[config.mk]
export PLATFORM = sky130hd
export DESIGN_NAME = color_centroid_tracker
export DESIGN_NICKNAME = d
export VERILOG_FILES = /design/src/rtl/color_centroid_tracker.sv
export SDC_FILE = /design/constraint.sdc
export NUM_CORES = 1
export LEC_CHECK = 0
export ABC_CLOCK_PERIOD_IN_PS = 3700
export BUFFER_PORTS_ARGS = -buffer_cell sky130_fd_sc_hd__buf_2
export CAP_MARGIN = 30
export CORE_UTILIZATION = 60
export DETAILED_ROUTE_END_ITERATION = 7
export GPL_TIMING_DRIVEN = 0
export PLACE_DENSITY = 0.8
export RECOVER_POWER = 100
export SETUP_SLACK_MARGIN = 0.4
export SLEW_MARGIN = 0
export SYNTH_ARGS = -nofsm -noshare
export SYNTH_HDL_FRONTEND = slang
export SYNTH_SLANG_ARGS = --single-unit
export TNS_END_PERCENT = 100
[constraint.sdc]
create_clock -name clk -period 3.7 [get_ports clk]
set_input_delay 0 -clock clk [delete_from_list [all_inputs] [get_ports clk]]
set_output_delay 0 -clock clk [all_outputs]
set_load 0.02 [all_outputs]
[src/rtl/color_centroid_tracker.sv]
// Per-channel Cr/Cb window tracker: accumulates matching-pixel count and coordinate sums per frame,
// then runs one shared restoring divider over every channel to produce centroids.
module color_centroid_tracker #(
   parameter int NCH       = 2,
   parameter int X_W       = 10,
   parameter int Y_W       = 10,
   parameter int CNT_W     = 19,
   parameter int MIN_COUNT = 16
) (
   input  logic                 clk,
   input  logic                 reset_n,
   input  logic                 pix_valid,
   input  logic [X_W-1:0]       pix_x,
   input  logic [Y_W-1:0]       pix_y,
   input  logic [7:0]           pix_cr,
   input  logic [7:0]           pix_cb,
   input  logic                 frame_end,
   input  logic [8*NCH-1:0]     cr_lo,
   input  logic [8*NCH-1:0]     cr_hi,
   input  logic [8*NCH-1:0]     cb_lo,
   input  logic [8*NCH-1:0]     cb_hi,
   output logic [X_W*NCH-1:0]   pos_x,
   output logic [Y_W*NCH-1:0]   pos_y,
   output logic [NCH-1:0]       found,
   output logic                 busy,
   output logic                 done,
   output logic                 overrun
);

   localparam int QW   = (X_W > Y_W) ? X_W : Y_W;
   localparam int SX_W = X_W + CNT_W;
   localparam int SY_W = Y_W + CNT_W;
   localparam int CH_W = (NCH > 1) ? $clog2(NCH) : 1;
   localparam int ST_W = $clog2(QW + 1);
   localparam logic [CNT_W-1:0] MIN_CNT = CNT_W'(MIN_COUNT);

   typedef enum logic [2:0] {S_IDLE, S_LOAD, S_DIV_X, S_DIV_Y, S_STORE, S_DONE} state_t;

   state_t             r_state, w_state_nxt;

   logic [CNT_W-1:0]   r_cnt      [NCH];
   logic [SX_W-1:0]    r_sx       [NCH];
   logic [SY_W-1:0]    r_sy       [NCH];
   logic [CNT_W-1:0]   r_snap_cnt [NCH];
   logic [SX_W-1:0]    r_snap_sx  [NCH];
   logic [SY_W-1:0]    r_snap_sy  [NCH];

   logic [NCH-1:0]     w_match;
   logic [CNT_W-1:0]   w_cnt_nxt  [NCH];
   logic [SX_W-1:0]    w_sx_nxt   [NCH];
   logic [SY_W-1:0]    w_sy_nxt   [NCH];
   logic [SX_W:0]      w_sx_sum   [NCH];
   logic [SY_W:0]      w_sy_sum   [NCH];

   logic [CH_W-1:0]    r_ch;
   logic [ST_W-1:0]    r_step;
   logic [CNT_W-1:0]   r_div;
   logic [CNT_W-1:0]   r_rem;
   logic [QW-1:0]      r_dvd;
   logic               r_skip;
   logic [X_W-1:0]     r_qx;

   logic [CNT_W:0]     w_trial;
   logic               w_ge;
   logic [CNT_W-1:0]   w_rem_nxt;
   logic [QW-1:0]      w_dvd_nxt;
   logic               w_x_last;
   logic               w_y_last;
   logic               w_ch_last;

   logic [X_W*NCH-1:0] r_pos_x;
   logic [Y_W*NCH-1:0] r_pos_y;
   logic [NCH-1:0]     r_found;
   logic               r_busy;
   logic               r_done;
   logic               r_overrun;

   // NOTE: every always_comb output gets a default first, so no path can infer a latch.
   always_comb begin
      for (int k = 0; k < NCH; k++) begin
         w_match[k]   = pix_valid
                        && (pix_cr >= cr_lo[8*k +: 8]) && (pix_cr <= cr_hi[8*k +: 8])
                        && (pix_cb >= cb_lo[8*k +: 8]) && (pix_cb <= cb_hi[8*k +: 8]);
         w_sx_sum[k]  = {1'b0, r_sx[k]} + (SX_W+1)'(pix_x);
         w_sy_sum[k]  = {1'b0, r_sy[k]} + (SY_W+1)'(pix_y);
         w_cnt_nxt[k] = r_cnt[k];
         w_sx_nxt[k]  = r_sx[k];
         w_sy_nxt[k]  = r_sy[k];
         if (w_match[k]) begin
            w_cnt_nxt[k] = (&r_cnt[k]) ? r_cnt[k] : r_cnt[k] + 1'b1;
            w_sx_nxt[k]  = w_sx_sum[k][SX_W] ? '1 : w_sx_sum[k][SX_W-1:0];
            w_sy_nxt[k]  = w_sy_sum[k][SY_W] ? '1 : w_sy_sum[k][SY_W-1:0];
         end
      end
   end

   // NOTE: these arrays are real flops that must be cleared on reset, so they are reset explicitly.
   always_ff @(posedge clk or negedge reset_n) begin
      if (!reset_n) begin
         for (int k = 0; k < NCH; k++) begin
            r_cnt[k]      <= '0;
            r_sx[k]       <= '0;
            r_sy[k]       <= '0;
            r_snap_cnt[k] <= '0;
            r_snap_sx[k]  <= '0;
            r_snap_sy[k]  <= '0;
         end
      end else begin
         for (int k = 0; k < NCH; k++) begin
            if (frame_end) begin
               r_cnt[k] <= '0;
               r_sx[k]  <= '0;
               r_sy[k]  <= '0;
            end else begin
               r_cnt[k] <= w_cnt_nxt[k];
               r_sx[k]  <= w_sx_nxt[k];
               r_sy[k]  <= w_sy_nxt[k];
            end
            // The pixel sharing the frame_end cycle still belongs to the ending frame.
            if (frame_end && (r_state == S_IDLE)) begin
               r_snap_cnt[k] <= w_cnt_nxt[k];
               r_snap_sx[k]  <= w_sx_nxt[k];
               r_snap_sy[k]  <= w_sy_nxt[k];
            end
         end
      end
   end

   // One restoring step: shift the next dividend bit in, subtract if it fits, quotient bit enters at the LSB.
   always_comb begin
      w_trial   = {r_rem, r_dvd[QW-1]};
      w_ge      = (w_trial >= {1'b0, r_div});
      w_rem_nxt = w_ge ? CNT_W'(w_trial - {1'b0, r_div}) : w_trial[CNT_W-1:0];
      w_dvd_nxt = {r_dvd[QW-2:0], w_ge};
      w_x_last  = (r_step == ST_W'(X_W - 1));
      w_y_last  = (r_step == ST_W'(Y_W - 1));
      w_ch_last = (r_ch == CH_W'(NCH - 1));
   end

   always_comb begin
      w_state_nxt = r_state;
      case (r_state)
         S_IDLE:  if (frame_end) w_state_nxt = S_LOAD;
         S_LOAD:  w_state_nxt = S_DIV_X;
         S_DIV_X: if (w_x_last) w_state_nxt = S_DIV_Y;
         S_DIV_Y: if (w_y_last) w_state_nxt = S_STORE;
         S_STORE: w_state_nxt = w_ch_last ? S_DONE : S_LOAD;
         S_DONE:  w_state_nxt = S_IDLE;
         default: w_state_nxt = S_IDLE;
      endcase
   end

   // NOTE: clocked blocks use non-blocking assignments so every register samples pre-edge values.
   always_ff @(posedge clk or negedge reset_n) begin
      if (!reset_n) r_state <= S_IDLE;
      else          r_state <= w_state_nxt;
   end

   always_ff @(posedge clk or negedge reset_n) begin
      if (!reset_n) begin
         r_ch      <= '0;
         r_step    <= '0;
         r_div     <= '0;
         r_rem     <= '0;
         r_dvd     <= '0;
         r_skip    <= 1'b0;
         r_qx      <= '0;
         r_pos_x   <= '0;
         r_pos_y   <= '0;
         r_found   <= '0;
         r_busy    <= 1'b0;
         r_done    <= 1'b0;
         r_overrun <= 1'b0;
      end else begin
         r_done    <= 1'b0;
         r_overrun <= frame_end && (r_state != S_IDLE);
         case (r_state)
            S_IDLE: begin
               r_ch <= '0;
               if (frame_end) r_busy <= 1'b1;
            end
            S_LOAD: begin
               r_div  <= r_snap_cnt[r_ch];
               r_skip <= (r_snap_cnt[r_ch] == '0) || (r_snap_cnt[r_ch] < MIN_CNT);
               r_rem  <= r_snap_sx[r_ch][SX_W-1:X_W];
               r_dvd  <= QW'(r_snap_sx[r_ch][X_W-1:0]) << (QW - X_W);
               r_step <= '0;
            end
            S_DIV_X: begin
               if (w_x_last) begin
                  r_qx   <= w_dvd_nxt[X_W-1:0];
                  r_rem  <= r_snap_sy[r_ch][SY_W-1:Y_W];
                  r_dvd  <= QW'(r_snap_sy[r_ch][Y_W-1:0]) << (QW - Y_W);
                  r_step <= '0;
               end else begin
                  r_rem  <= w_rem_nxt;
                  r_dvd  <= w_dvd_nxt;
                  r_step <= r_step + 1'b1;
               end
            end
            S_DIV_Y: begin
               r_rem  <= w_rem_nxt;
               r_dvd  <= w_dvd_nxt;
               r_step <= r_step + 1'b1;
            end
            S_STORE: begin
               if (r_skip) begin
                  r_found[r_ch] <= 1'b0;
               end else begin
                  r_pos_x[r_ch*X_W +: X_W] <= r_qx;
                  r_pos_y[r_ch*Y_W +: Y_W] <= r_dvd[Y_W-1:0];
                  r_found[r_ch]            <= 1'b1;
               end
               r_ch <= r_ch + 1'b1;
            end
            S_DONE: begin
               r_done <= 1'b1;
               r_busy <= 1'b0;
            end
            default: ;
         endcase
      end
   end

   assign pos_x   = r_pos_x;
   assign pos_y   = r_pos_y;
   assign found   = r_found;
   assign busy    = r_busy;
   assign done    = r_done;
   assign overrun = r_overrun;

endmodule

Word level (Yosys, flattened, before mapping)
Cells that the tools add are included.

cells by class
  add/sub/neg operators = 10
  multipliers = 1
  div/mod/pow operators = 0
  magnitude comparators = 13
  eq/ne operators = 9
  shift operators = 3
  mux-type cells = 48
  bitwise logic cells = 5
  reductions and logical operators = 24

operators with widths
  cell                        count
  $mux W29                    18
  $mux W19                    11
  $add A29 B10 Y30            4
  $shiftx A10 B34 Y20         2
  $pmux W19 S3                1
  $bwmux W20                  2
  $add A19 B1 Y19 const B     2
  $reduce_and A19 Y1          2
  $neg A5 Y34                 1
  $shift A10 B34 Y20 const A  1
  $ge A8 B8 Y1                4
  $le A8 B8 Y1                4
  $pmux W10 S3                1
  $ge A20 B19 Y1              1
  $logic_not A19 Y1           1
  $lt A19 B5 Y1 const B       1
  $sub A19 B19 Y19            1
  $pmux W3 S5                 1
  $mux W3                     4
  $pmux W4 S3                 1
  $logic_and A1 B1 Y1         11
  $mux W10                    1
  $eq A3 B2 Y1 const B        2
  $eq A3 B3 Y1 const B        2
  other kinds (25)            34

storage, ports and cells
  flip-flop bits (word level) = 420
  latch bits = 0
  bits in writable memories = 0
  bits in read-only memories = 0
  input port bits = 104
  output and inout bits = 45
  logic and storage cells = 139
  memories kept = 0

Logic depth before layout (Yosys ltp)
  depth in word-level cells = 7
  mapped depth = 13
  gate-level depth less buffers = 11

Worst setup path after synthesis
Ideal clock, no wire load.

  path kind = reg2reg
  start point = reg r_rem[16]
  end point = reg r_rem[15]
  setup time = 0.136 ns
  arrival = 2.564 ns
  required time = 3.564 ns
  setup slack = 0.999 ns
  cell stages (with the launch flop) = 11
  buffers on the path = 1
  clock period less this slack = 2.701 ns
  cell sequence = dfrtp_1 -> ha_1 -> a21o_1 -> a211oi_1 -> nor3b_1 -> nand2_1 -> o21ai_2 -> buf_4 -> mux2_2 -> a221oi_1 -> nand3_1

between the ends
  longest elaborated chain between the ends = 4

ends and longest elaborated chain
  item                      line  RTL
  start: declaration        58    logic [CNT_W-1:0] r_rem;
  start signal: assignment  185   r_rem <= r_snap_sx[r_ch][SX_W-1:X_W];
  start signal: assignment  192   r_rem <= r_snap_sy[r_ch][SY_W-1:Y_W];
  start signal: assignment  196   r_rem <= w_rem_nxt;
  $ge A20 B19 Y1 (*)        132   w_ge = (w_trial >= {1'b0, r_div});
  $mux W19 (*)              133   w_rem_nxt = w_ge ? CNT_W'(w_trial - {1'b0, r_div}) : w_trial[CNT_W-1:0];
  $mux W19                  190   if (w_x_last) begin
  $pmux W19 S3 (*)          177   case (r_state)

Mark *: on every way between the ends. The rest lies on a longest branch, timed or not.
A chain may end at the register's enable or synchronous reset.

Final worst setup path
  start point = reg r_sy[31] in the netlist's numbering
  end point = reg r_snap_sy[34] in the netlist's numbering

between the ends
  longest elaborated chain between the ends = 3

ends and longest elaborated chain
  item                              line  RTL
  start: declaration                43    logic [SY_W-1:0] r_sy [NCH];
  start signal: indexed assignment  117   r_sy[k] <= w_sy_nxt[k];
  $add A29 B10 Y30                  85    w_sy_sum[k] = {1'b0, r_sy[k]} + (SY_W+1)'(pix_y);
  $mux W29                          92    w_sy_nxt[k] = w_sy_sum[k][SY_W] ? '1 : w_sy_sum[k][SY_W-1:0];
  $mux W29                          89    if (w_match[k]) begin
  end signal: indexed assignment    123   r_snap_sy[k] <= w_sy_nxt[k];
  end: declaration                  46    logic [SY_W-1:0] r_snap_sy [NCH];

Every way passes these cells.

==> impl_metrics.py <==
metrics = {
    "outcome": {
        "status": "finished with violations",
        "violations": "capacitance limit, slew limit",
    },
    "setup_path": {
        "worstSetupEndpointType": "flop",
        "cp_cell_sequence": "ha_1 -> o21ai_0 -> o21bai_1 -> o221ai_1 -> o221a_2 -> o21ai_0 -> o22ai_1 -> o21ai_0",
        "timing.rr.start": "r_sy[31]",
        "cp_common_cell": "o21ai_0",
        "critPathKind": "reg2reg",
        "critPathMaxStageDelay_ns": 0.90,
        "reg2reg_setup_slack_ns": 0.36,
        "crit_slowest_cell": "o21ai_0",
        "r2r-end": "r_snap_sy[34]",
        "worstPathArrival_ns": 3.85,
        "ff2ff_path_depth": 8,
        "path_buf_inv": 0,
        "worstSetupStartpointType": "flop",
        "crit_family": "compound AO/OA/AOI/OAI gates",
        "required_ns": 4.21,
        "cp_max_fo": 7,
    },
    "clock_network": {
        "cts_buffers": 45,
        "clock_latency_ns": 0.61,
        "post_cts_buffers": 0,
        "path_clk_slew_ns": 0.06,
        "clockBufferDepth": 3,
        "cts.sinks": 420,
        "cts_tree": "built",
        "htreeDepth": 2,
        "clock-root-buffer": "clkbuf_16",
    },
    "finish": {
        "fillers": 2922,
        "finalNetCount": 2910,
        "area_growth_pct": 12.52,
        "final-seq-area_um2": 10510,
        "drive_gt1_share_pct": 10.81,
        "multi_input_area_um2": 11710,
    },
    "synth": {
        "synth-async-reset-ratio_pct": 100.0,
        "synthTopCellsByCount": "dfrtp_1, nor2_1, nand2_1",
        "ys_ff_latch": 420,
        "synth_top_area_share_pct": 45.16,
        "synth_area_leaders": "dfrtp_1, ha_1, a21oi_1",
        "syn_nets": 2702,
        "yosysWarnings": 0,
        "synth_compound_area_share_pct": 15.40,
        "netlist-cell-type-count": 73,
        "netlist_instances": 2466,
        "synth_top_family_by_area": "simple AND/OR/NAND/NOR gates",
        "synth.most_common_cell": "dfrtp_1",
        "synth.avg_cell_area_um2": 9.438,
        "synth_top_area_cell": "dfrtp_1",
        "synth_enable_flop_cells": 0,
        "ys.flop_type": "dfrtp_1",
        "synthMuxAreaShare_pct": 7.344,
        "yosysSeqAreaShare_pct": 45.16,
        "yosys.area_share.adder_pct": 7.258,
        "netlist_area_um2": 23270,
        "synth_xor_area_share_pct": 4.252,
        "synthSimpleGateAreaFrac_pct": 16.40,
    },
    "sta": {
        "rsz0062_at_grt": "no",
        "fmax_ghz": 0.2995,
        "setup_tns_ns": 0,
        "period_share_pct": 90.25,
        "slew_violations": 84,
        "hold_viol_final": 0,
        "setup_viol": 0,
        "worstMarginPinSlew_ns": 2.318,
        "period_needed_ns": 3.339,
        "slew_headroom_pct": -54.54,
        "finalClockSkew_ns": 0.05468,
    },
    "min_path": {
        "min_from": "pix_x[5]",
        "whs_path_depth": 5,
        "hp-class": "in2reg",
        "holdPathEnd": "r_sx[5]",
    },
    "floorplanning": {
        "die_w_um": 199.0,
        "dieHeight_um": 199.0,
        "core_area_um2": 37930,
        "rows": 71,
        "pin_count": 149,
        "die_area_um2": 39580,
        "start_util_pct": 61.36,
    },
    "placed_design": {
        "place_hpwl_mm": 51.12,
        "routabilityCongestion": 1.015,
        "port_buffers": 148,
    },
    "power": {
        "ir_drop_uv": 284.9,
        "leakagePower_nw": 11.51,
        "power.density_nw_per_um2": 481.2,
        "total_power_mw": 12.60,
    },
    "grt": {
        "grt_pass1_vias": 20167,
        "antenna_found_initial": 2,
        "grt_pass1_wl_mm": 108.4,
        "grt-ovfl-total": 0,
        "grt_max_degree": 126,
        "gr-usage-all-layers_pct": 35.56,
    },
    "route": {
        "num_vias": 20440,
        "drt_pass1_iterations": 6,
        "ant_nets": 0,
        "wl_per_cell_um": 21.41,
        "drtIter0Drc": 1876,
        "drc": 0,
        "vias_per_cell": 6.340,
        "wirelength_mm": 69.03,
    },
    "flow_run": {
        "maxCapViolations": 1,
    },
}
[registers in the layout, indices dropped and copies added (netlist names), named ones only]
register and cells:
r_dvd 10, r_sx 58, r_sy 58, overrun 1, r_div 19, busy 1
r_state 3, r_rem 19, pos_x 20, r_cnt 38, r_ch 1, r_snap_sx 58
done 1, r_skip 1, r_snap_sy 58, pos_y 20, r_snap_cnt 38, r_qx 10
r_step 4
[routing by layer]
metal  vias to the layer above  share of wire, %  track usage (%)
li1                       9210                 -                -
met1                     10006                40            46.82
met2                      1047                47            57.95
met3                       175               9.0            6.714
met4                         2               3.6            14.30
met5                         -             0.019                0
[worst register-to-register path: stages, from the launching register on]
cell and delay (ns):
dfrtp_1 0.39, ha_1 0.35, o21ai_0 0.13, o21bai_1 0.32
o221ai_1 0.22, o221a_2 0.34, o21ai_0 0.90, o22ai_1 0.36
o21ai_0 0.25
[worst max path at each step]
stage                    from             to  slack [ns]  cells after the start
global placement      reset_n        r_sy[4]       -5.43                      1
finish               r_sy[31]  r_snap_sy[34]        0.36                      8
CTS                   r_sy[2]   r_snap_sy[0]        0.44                      8
detailed placement  pix_cr[5]       r_sy[45]        0.40                     11
global route         r_sy[32]  r_snap_sy[34]        0.21                      8
floorplan           r_rem[16]      r_rem[15]         1.0                     10
[power by group]
part,switching [mW],leakage [nW],internal [mW],total [mW]
logic,1.70,5.12,1.17,2.87
registers,0.264,5.65,4.89,5.16
clock network,1.98,0.748,2.59,4.57
total,3.95,11.5,8.65,12.6
[per-stage QoR]
step	hold WS [ns]	setup slack [ns]	std cells	utilization [%]	instance area [um^2]
after floorplan	-0.2956	0.9993	2466	-	23270
after global placement	0.4465	-5.433	3125	64.99	24650
after detailed placement	0.03547	0.4041	3131	65.30	24770
after CTS	0.007065	0.4421	3219	69.39	26320
after global routing	0.05192	0.2100	3221	69.02	26180
final	0.04908	0.3609	3224	69.04	26190
[kinds of logic after synthesis]
kind of cell / Yosys count
xor+xnor: 113
flops: 420
buf+inv: 244
compound gates: 608
fa+ha+maj: 132
simple gates: 787
mux: 162
[cell type report]
type / instances / area share [%]
Tap cell: 511 / 2.441
Clock inverter: 24 / 0.8935
Sequential cell: 420 / 40.13
Antenna cell: 3 / 0.02867
Clock buffer: 59 / 4.845
Inverter: 119 / 1.706
Multi-Input combinational cell: 1802 / 44.72
Buffer: 125 / 1.945
Timing Repair Buffer: 161 / 3.287
[timing repair]
item	CTS	global route
gates resized for setup	0	8
endpoints found under the hold margin	184	0
setup endpoints to repair	0	22
hold buffers	5	0
[cell usage in the layout, fill, tap and decap left out, types with 81 or more instances in the layout]
cell / n
buf_2: 106
xnor2_1: 81
o21ai_0: 196
a21oi_1: 204
clkbuf_1: 166
ha_1: 127
nand2_1: 214
inv_1: 119
nor2_1: 250
mux2i_1: 92
dfrtp_1: 420
Power figures use the tool's default switching activity.
